<file path="config.mk">
export PLATFORM = sky130hd
export DESIGN_NAME = normalizer_quantizer
export DESIGN_NICKNAME = d
export VERILOG_FILES = /design/src/rtl/normalizer_pkg.sv /design/src/rtl/normalizer_quant_lane.sv /design/src/rtl/normalizer_quantizer.sv
export SDC_FILE = /design/constraint.sdc
export NUM_CORES = 1
export LEC_CHECK = 0
export CAP_MARGIN = 10
export CORE_MARGIN = 5
export CORE_UTILIZATION = 55
export DETAILED_ROUTE_END_ITERATION = 12
export DONT_BUFFER_PORTS = 1
export GPL_TIMING_DRIVEN = 0
export PLACE_DENSITY_LB_ADDON = 0.05
export SYNTH_ARGS = -nofsm -noshare
export SYNTH_HDL_FRONTEND = slang
export SYNTH_SLANG_ARGS = --single-unit
</file>
<file path="constraint.sdc">
create_clock -name clk -period 3.35 [get_ports clk]
set_clock_uncertainty 0.2 [all_clocks]
set_input_delay 0.5025 -clock clk [delete_from_list [all_inputs] [get_ports clk]]
set_output_delay 0.5025 -clock clk [all_outputs]
set_load 0.1 [all_outputs]
</file>
<file path="src/rtl/normalizer_pkg.sv">
// Shared types and constants for the normalizer/quantizer: FSM encoding,
// Q16.16 reference values and datapath widths.
package normalizer_pkg;

    localparam int MAG_W  = 32;
    localparam int Q_W    = 8;
    localparam int ADDR_W = 10;
    localparam int LANES  = 2;

    localparam logic [MAG_W-1:0] Q16_ONE = 32'h0001_0000;
    localparam logic [Q_W-1:0]   Q_MAX   = 8'd127;

    typedef enum logic [2:0] {
        ST_IDLE    = 3'd0,
        ST_WAIT_IN = 3'd1,
        ST_CONVERT = 3'd2,
        ST_WRITE   = 3'd3,
        ST_DONE    = 3'd4
    } state_e;

    // Counter add that sticks at all-ones instead of wrapping.
    function automatic logic [7:0] sat_add(input logic [7:0] cnt, input logic [1:0] inc);
        logic [8:0] sum;
        sum = {1'b0, cnt} + {7'd0, inc};
        return sum[8] ? 8'hFF : sum[7:0];
    endfunction

endpackage

</file>
<file path="src/rtl/normalizer_quant_lane.sv">
// One quantizer lane: Q16.16 magnitude plus sign flag -> symmetric Q1.7 value
// with a flag raised whenever the magnitude had to be limited.
module normalizer_quant_lane
    import normalizer_pkg::*;
(
    input  logic [MAG_W-1:0] mag,
    input  logic             neg,
    output logic [Q_W-1:0]   q_out,
    output logic             sat
);

    logic [Q_W-1:0] rounded;
    logic [Q_W-1:0] q_mag;

    always_comb begin
        // Keep 7 fraction bits, round half up using the first dropped bit.
        rounded = {1'b0, mag[15:9]} + {7'd0, mag[8]};
        q_mag   = rounded;
        sat     = 1'b0;
        if (mag >= Q16_ONE) begin
            q_mag = Q_MAX;
            sat   = 1'b1;
        end else if (rounded > Q_MAX) begin
            q_mag = Q_MAX;
            sat   = 1'b1;
        end
        // Magnitude never exceeds 127, so negation cannot produce 0x80; -0 stays 0.
        q_out = neg ? (~q_mag + 8'd1) : q_mag;
    end

endmodule

</file>
<file path="src/rtl/normalizer_quantizer.sv">
// Frame-based quantizer: accepts magnitude pairs, converts each to two Q1.7
// bytes and writes them to memory at the pair index, counting saturations.
module normalizer_quantizer
    import normalizer_pkg::*;
(
    input  logic              clk,
    input  logic              rst,
    input  logic              start,
    input  logic [ADDR_W-1:0] frame_len,
    input  logic [MAG_W-1:0]  sspect_data_1,
    input  logic [MAG_W-1:0]  sspect_data_2,
    input  logic              sspect_minus_1,
    input  logic              sspect_minus_2,
    input  logic              sspect_valid,
    output logic              sspect_rdy,
    output logic [ADDR_W-1:0] mem_addr,
    output logic [15:0]       mem_data,
    output logic              mem_wr,
    input  logic              mem_busy,
    output logic              frame_done,
    output logic [7:0]        sat_count,
    output logic              busy
);

    state_e            state_q, state_d;
    logic [ADDR_W-1:0] frame_len_q, frame_len_d;
    logic [ADDR_W-1:0] pair_cnt_q, pair_cnt_d;
    logic [7:0]        sat_count_q, sat_count_d;
    logic [15:0]       data_q, data_d;
    logic [MAG_W-1:0]  mag_q [LANES];
    logic [MAG_W-1:0]  mag_d [LANES];
    logic [LANES-1:0]  neg_q, neg_d;

    logic [MAG_W-1:0]  mag_in [LANES];
    logic [LANES-1:0]  neg_in;
    logic [Q_W-1:0]    q_lane [LANES];
    logic [LANES-1:0]  sat_lane;
    logic [1:0]        sat_inc;
    logic [ADDR_W-1:0] pair_inc;

    assign mag_in[0] = sspect_data_1;
    assign mag_in[1] = sspect_data_2;
    assign neg_in    = {sspect_minus_2, sspect_minus_1};

    generate
        for (genvar gi = 0; gi < LANES; gi++) begin : g_lane
            normalizer_quant_lane u_lane (
                .mag   (mag_q[gi]),
                .neg   (neg_q[gi]),
                .q_out (q_lane[gi]),
                .sat   (sat_lane[gi])
            );
        end
    endgenerate

    assign sat_inc  = {1'b0, sat_lane[0]} + {1'b0, sat_lane[1]};
    assign pair_inc = pair_cnt_q + 1'b1;

    always_comb begin
        state_d     = state_q;
        frame_len_d = frame_len_q;
        pair_cnt_d  = pair_cnt_q;
        sat_count_d = sat_count_q;
        data_d      = data_q;
        neg_d       = neg_q;
        for (int i = 0; i < LANES; i++) begin
            mag_d[i] = mag_q[i];
        end

        // A restart wins over whatever the FSM was doing, including a stalled write.
        if (start) begin
            frame_len_d = frame_len;
            pair_cnt_d  = '0;
            sat_count_d = '0;
            state_d     = (frame_len == '0) ? ST_DONE : ST_WAIT_IN;
        end else begin
            case (state_q)
                ST_WAIT_IN: begin
                    if (sspect_valid) begin
                        for (int i = 0; i < LANES; i++) begin
                            mag_d[i] = mag_in[i];
                        end
                        neg_d   = neg_in;
                        state_d = ST_CONVERT;
                    end
                end
                ST_CONVERT: begin
                    data_d      = {q_lane[0], q_lane[1]};
                    sat_count_d = sat_add(sat_count_q, sat_inc);
                    state_d     = ST_WRITE;
                end
                ST_WRITE: begin
                    if (!mem_busy) begin
                        pair_cnt_d = pair_inc;
                        state_d    = (pair_inc == frame_len_q) ? ST_DONE : ST_WAIT_IN;
                    end
                end
                ST_DONE: state_d = ST_IDLE;
                default: state_d = ST_IDLE;
            endcase
        end
    end

    always_ff @(posedge clk or negedge rst) begin
        if (!rst) begin
            state_q     <= ST_IDLE;
            frame_len_q <= '0;
            pair_cnt_q  <= '0;
            sat_count_q <= '0;
            data_q      <= '0;
            neg_q       <= '0;
            for (int i = 0; i < LANES; i++) begin
                mag_q[i] <= '0;
            end
        end else begin
            state_q     <= state_d;
            frame_len_q <= frame_len_d;
            pair_cnt_q  <= pair_cnt_d;
            sat_count_q <= sat_count_d;
            data_q      <= data_d;
            neg_q       <= neg_d;
            for (int i = 0; i < LANES; i++) begin
                mag_q[i] <= mag_d[i];
            end
        end
    end

    // Outputs decode directly from state so reset clears them without a clock edge.
    assign sspect_rdy = (state_q == ST_WAIT_IN) && sspect_valid;
    assign mem_wr     = (state_q == ST_WRITE);
    assign mem_addr   = mem_wr ? pair_cnt_q : '0;
    assign mem_data   = mem_wr ? data_q : '0;
    assign frame_done = (state_q == ST_DONE);
    assign busy       = (state_q != ST_IDLE);
    assign sat_count  = sat_count_q;

endmodule

</file>
==> results.cfg, run 1 <==
[status]
status = finished, final reports clean

[die]
initial_utilization = 0.5649
die-area_sq_mm = 0.01154
fp.dieW_um = 107.4
rows = 35
core_sq_mm = 0.009240
dieHeight_um = 107.4
boundaryPins = 119

[placed_design]
pre_cts_slack_ns = -0.03628
dpl_cell_area_sq_mm = 0.005395
dp_hpwl_mm = 8.340
routabilityCongestion = 0.9153
port_buffers = 0

[grt]
grt_pass1_wl_mm = 18.87
grt_pass1_vias = 3836
overflow = 0
grt_antenna_before_repair = 0
grt_start_max_net_pins = 98
grt_usage = 0.2035

[worst_setup_path]
cp-end-kind = output port
worstReg2RegStart = mag_q[30]
cp_data_required_time_ns = 2.65
arrival_ns = 2.43
startpoint_type = flop
cp_max_fo = 10
r2r_slack_ns = 0.30
r2r_end = sat_count[3]
rr_worst_depth = 13
path_class = flop to output port

[yosys]
synth_ff_type = dfrtp_1
synth.top_cell.area_share = 0.4650
synth_edf_count = 0
synth_commonest_cells = 97 x dfrtp_1, 58 x mux2_2, 37 x nand2_1
syn-num-nets = 594
synth-async-reset-ratio = 1.000
ys_seq_area_frac = 0.4650
yosysMostFrequentCell = dfrtp_1
syn-instance-count = 501
synth_seq_cells = 97
synth_area_sq_mm = 0.005220
synth_area_leaders = dfrtp_1 47%, mux2_2 13%, and3_1 3.7%, o21ai_0 3.0%, xnor2_1 2.9%
yosys_warnings = 0
synth.distinct_cells = 57
yosys.area.top_type = dfrtp_1
synth_area_per_cell_sq_um = 10.42

[drt]
drtPass1Iterations = 4
postRouteAntennaNets = 0
vias = 3737
wl_mm = 11.18
post_drt_wl_per_cell_um = 17.25
drt_iter0_markers = 174
drcViolationCount = 0
via_per_inst = 5.767

[flow_run]
max_cap_viol_count = 0

[sta]
fin_crit_sh = 0.9347
drv_slew = 0
period_needed_ns = 3.131
finalSetupViolations = 0
fmaxAchievable_ghz = 0.3193
rsz0062_at_grt = false
whs_ns = 0.07067
setup_ws_ns = 0.2186
worstMarginPinSlew_ns = 1.095
hold_violations = 0
max_slew_margin = 0.2692

[cts]
cts_made_buffers = 9
root_buffer = clkbuf_8
cts_sinks = 97
clkLatencyLatePin_ns = 0.36
clockBufferDepth = 2
tritoncts = built
h-tree-depth = 3
clk_pin_slew_ns = 0.09

[pwr]
power_density_mw_per_mm2 = 582.1
power_uw = 3313
leakage_uw = 0.002454
irDropWorstVdd_mv = 0.3113

[final_layout]
antennaDiodeCount = 0
drive_above_1_share = 0.2081
fin_nets = 607
regArea_sq_mm = 0.002429
syn_to_final_growth_pct = 9.013
n_fill_cell = 804
stdcell_area_sq_mm = 0.005690
multiInputGateArea_sq_mm = 0.002604

[worst_hold_path]
hold_path.class = input pin to flop
holdPathStages = 2
worstHoldStart = sspect_data_2[9]
holdPathEnd = mag_q[9]
cell usage in the layout (no fill, tap or decap), types with 2 or more instances in the layout:
cell type  count
and3_2         2
a21o_1         5
a221oi_1       3
mux2i_1        6
nor2_2         2
a211oi_1       7
nand3_4        2
mux2_2        58
inv_6          2
a21oi_1        9
and3_1        30
or3_1          5
nor3_1        15
a31oi_1        3
and4_1         4
and2_1         2
buf_2         11
xnor2_1       17
nor4_1        10
clkbuf_8      13
ha_1          11
clkbuf_1      13
buf_6          2
nor2b_1        2
o31ai_1        2
o21ai_1        2
a41o_1         2
dfrtp_1       96
nand4_1        5
nor2_1        32
bufinv_16      2
xor2_1        15
inv_1         14
o21ai_0       30
nand2_1       37
nand3_1       15
nand2b_1       5
state kept, by name, summed over array words and instances, names as in the netlist:
register and cells:
pair_cnt_q 10, sat_count 8, neg_q 2, state_q 3
frame_len_q 10, data_q 16, mag_q 48
timing repair:
action | CTS | global route
endpoints found under the setup margin | 1 | 2
gates resized for setup | 1 | 5
endpoints found under the hold margin | 97 | 0
hold buffers | 2 | 0
pin swaps | 0 | 1
setup buffers | 0 | 0
worst max path at each step:
stage | cells after the start | to | startpoint | slack [ns]
after floorplan | 10 | sat_count[3] | sat_count[0] | 0.28
final | 5 | mem_data[5] | state_q[0] | 0.22
after global routing | 13 | sat_count[3] | mag_q[43] | 0.06
after detailed placement | 10 | sat_count[3] | sat_count[0] | -0.04
after global placement | 10 | sat_count[3] | sat_count[0] | 0.02
after CTS | 13 | sat_count[3] | mag_q[19] | 0.07
routing by layer:
metal	track usage	vias up	wire (um)
li1	-	1805	-
met2	0.3333	89	5501
met3	0.05999	9	688
met4	0.05500	0	112
met5	0	-	0
met1	0.2642	1834	4874
cell type report:
class                   instances  area share
multi-input cells             359      0.4576
flip-flops and latches         97      0.4268
clock inverters                 5     0.01495
clock buffers                  11     0.02661
plain buffers                  31     0.02990
inverters                      14    0.009235
well taps                     129     0.02836
repair buffers                  2    0.006596
through the flow:
| stage | utilization | setup TNS, ns | instances |
|---|---|---|---|
| 6_report | 0.6158 | 0 | 648 |
| 5_1_grt | 0.6158 | 0 | 648 |
| 4_1_cts | 0.6137 | 0 | 648 |
| 3_5_place_dp | 0.5839 | -0.03628 | 630 |
| 3_3_place_gp | 0.5829 | 0 | 630 |
| 2_1_floorplan | - | 0 | 501 |
worst max-delay path, cell delays in order (launching register included):
cell and delay, ns:
dfrtp_1 0.33, buf_4 0.16, nor2b_1 0.13, buf_2 0.22, clkbuf_1 0.32, and3_1 0.91
power by group:
part | internal [uW] | switching [uW] | total [uW]
Clock | 467 | 415 | 882
Sequential | 1430 | 190 | 1620
Combinational | 316 | 490 | 806
kinds of logic after synthesis:
kind of cell / count (synthesis) / synth area share
AND/OR/NAND/NOR: 179 / 0.1824
flip-flops: 97 / 0.4650
AO/OA/AOI/OAI: 72 / 0.08941
multiplexers: 64 / 0.1366
buffers and inverters: 45 / 0.04266
XOR/XNOR: 32 / 0.05369
adder cells (fa/ha/maj): 12 / 0.03020
Note: power is estimated with default switching activity, not from simulation.
==> inputs of run 2 (changes only) <==
- SLEW_MARGIN: not set -> 15
==> results of run 2 <==
The final DEF is identical to that of run 1; final timing and power are the same.
==> inputs of run 3 (changes only) <==
- CAP_MARGIN: 10 -> 20
- CORE_ASPECT_RATIO: not set -> 1.1
- clock period: 3.35 -> 3.9 ns (I/O delays scaled with it)
==> run 3 against run 2 <==
Compared with the run above:
- final cell count down 1.7%
- critical path depth rose by 5
- clock power is 33% lower
- power is 19% lower
- wire length is 0.83% higher
- worst hold slack improved by 0.068 ns
- utilization shrank 1.3 points
- largest power group unchanged
==> results.cfg, run 3 (synthesized netlist as in run 1, its figures left out) <==
[pwr]
clkPwrFrac = 0.221
power_density_mw_per_mm2 = 476.8
netSwitchingFraction = 0.3513
p_int_uw = 1736
power_uw = 2675
p_seq_frac = 0.521
p_sw_uw = 939.8
irDropWorstVdd_mv = 0.3052
p_comb_frac = 0.257
leakage_uw = 0.002426

[die]
boundaryPins = 119
fp.dieW_um = 102.9
initial_utilization = 0.5610
dieHeight_um = 112.2
rows = 37
core_sq_mm = 0.009305
die-area_sq_mm = 0.01154

[worst_setup_path]
cp_data_required_time_ns = 3.97
arrival_ns = 3.47
slowest_delay_ns = 0.97
startpoint_type = flop
r2r_slack_ns = 0.50
critPathSlowestCell = dfrtp_1
path_class = flop to flop
crit_buf_inv = 2
cp-end-kind = flop
crit_family = flip-flops
cp_max_fo = 7
cp_cell_sequence = inv_1 -> fa_1 -> inv_1 -> ha_1 -> and3_1 -> and3_1 -> nand3_1 -> o21ai_0 -> a21oi_1 -> a211oi_1

[drt]
postRouteAntennaNets = 0
wl_mm = 11.27
post_drt_wl_per_cell_um = 17.69
drtPass1Iterations = 5
via_per_inst = 5.868
drcViolationCount = 0
vias = 3738
drt_iter0_markers = 103

[sta]
worstMarginPinSlew_ns = 1.080
max_slew_margin = 0.2795
rsz0062_at_grt = false
setup_tns_ns = 0
fmaxAchievable_ghz = 0.2945
fin_crit_sh = 0.8707
drv_slew = 0
hold_violations = 0
period_needed_ns = 3.396
finalSetupViolations = 0

[cts]
post_cts_buffers = 0
cts_hold_buf = 2
h-tree-depth = 3
clkLatencyLatePin_ns = 0.37
tritoncts = built
cts_sinks = 97
clockBufferDepth = 2
cts_made_buffers = 9
cts_resized = 0
root_buffer = clkbuf_8
clk_pin_slew_ns = 0.10

[grt]
grt_antenna_before_repair = 0
overflow = 0
grt_pass1_vias = 3799
grt_usage = 0.2008
grt_start_max_net_pins = 98
grt_pass1_wl_mm = 18.53

[flow_run]
max_cap_viol_count = 0

[placed_design]
dp_hpwl_mm = 8.369
routabilityCongestion = 0.8896
port_buffers = 0

[worst_hold_path]
hold_path.class = input pin to flop

[final_layout]
most-common-layout-cells = 97 x dfrtp_1, 58 x mux2_2, 37 x nand2_1, 32 x nor2_1
reg.largest.list = mag_q (48), data_q (16)
drive_above_1_share = 0.2000
fin_nets = 608
syn_to_final_growth_pct = 7.502
regMostFlops = mag_q
antennaDiodeCount = 0
largest_reg_flops = 48
final_common_cell = dfrtp_1

[status]
status = finished, final reports clean
-- run 3: cell types whose count changed in the layout (fill, tap and decap cells not counted), moves of 2 or more --
cell        change
bufinv_16       -2
clkbuf_8        -2
clkinv_4        +2
clkinvlp_4      +2
inv_6           -2
-- run 3: metrics by stage --
step	cell area, sq um	utilization	setup WS [ns]	hold slack, ns	cells
after global placement	5366	0.5767	0.1376	0.09189	618
final	5612	0.6031	0.5044	0.1386	637
after floorplan	5220	-	0.3389	0.08941	501
after detailed placement	5401	0.5805	0.5253	0.09171	619
after CTS	5612	0.6031	0.4854	0.1243	637
after global routing	5612	0.6031	0.2168	0.1322	637
-- run 3: layout make-up --
type | count | area (sq um)
Buffer | 31 | 170.2
Clock buffer | 10 | 127.6
Tap cell | 117 | 146.4
Multi-Input combinational cell | 359 | 2577
Sequential cell | 97 | 2427
Inverter | 14 | 52.55
Fill cell | 830 | 3694
Timing Repair Buffer | 3 | 65.06
Clock inverter | 6 | 45.04
-- run 3: worst paths after layout --
path / start / end / cells past startpoint
setup / recovery: sat_count[0] / sat_count[3] / 10
hold / removal: frame_len[7] / frame_len_q[7] / 2
setup reg to reg: sat_count[0] / sat_count[3] / 10
hold reg to reg: data_q[5] / data_q[5] / 2
max in group asynchronous: rst / mag_q[63] / 2
min in group asynchronous: rst / frame_len_q[1] / 2
-- run 3: per-layer routing --
layer  up-vias  global-route usage  wire length (um)
met5         -                   0                 0
met4         0             0.07513               208
met3        17             0.04413               658
met2        94              0.3312              5651
met1      1829              0.2558              4751
li1       1798                   -                 -
-- run 3: power groups by stage --
stage | sequential, uW | combinational, uW | clock, uW
2_1_floorplan | 1360 | 582 | 0
3_3_place_gp | 1410 | 651 | 0
3_5_place_dp | 1420 | 668 | 0
4_1_cts | 1400 | 696 | 610
5_1_grt | 1430 | 759 | 647
6_report | 1400 | 688 | 592
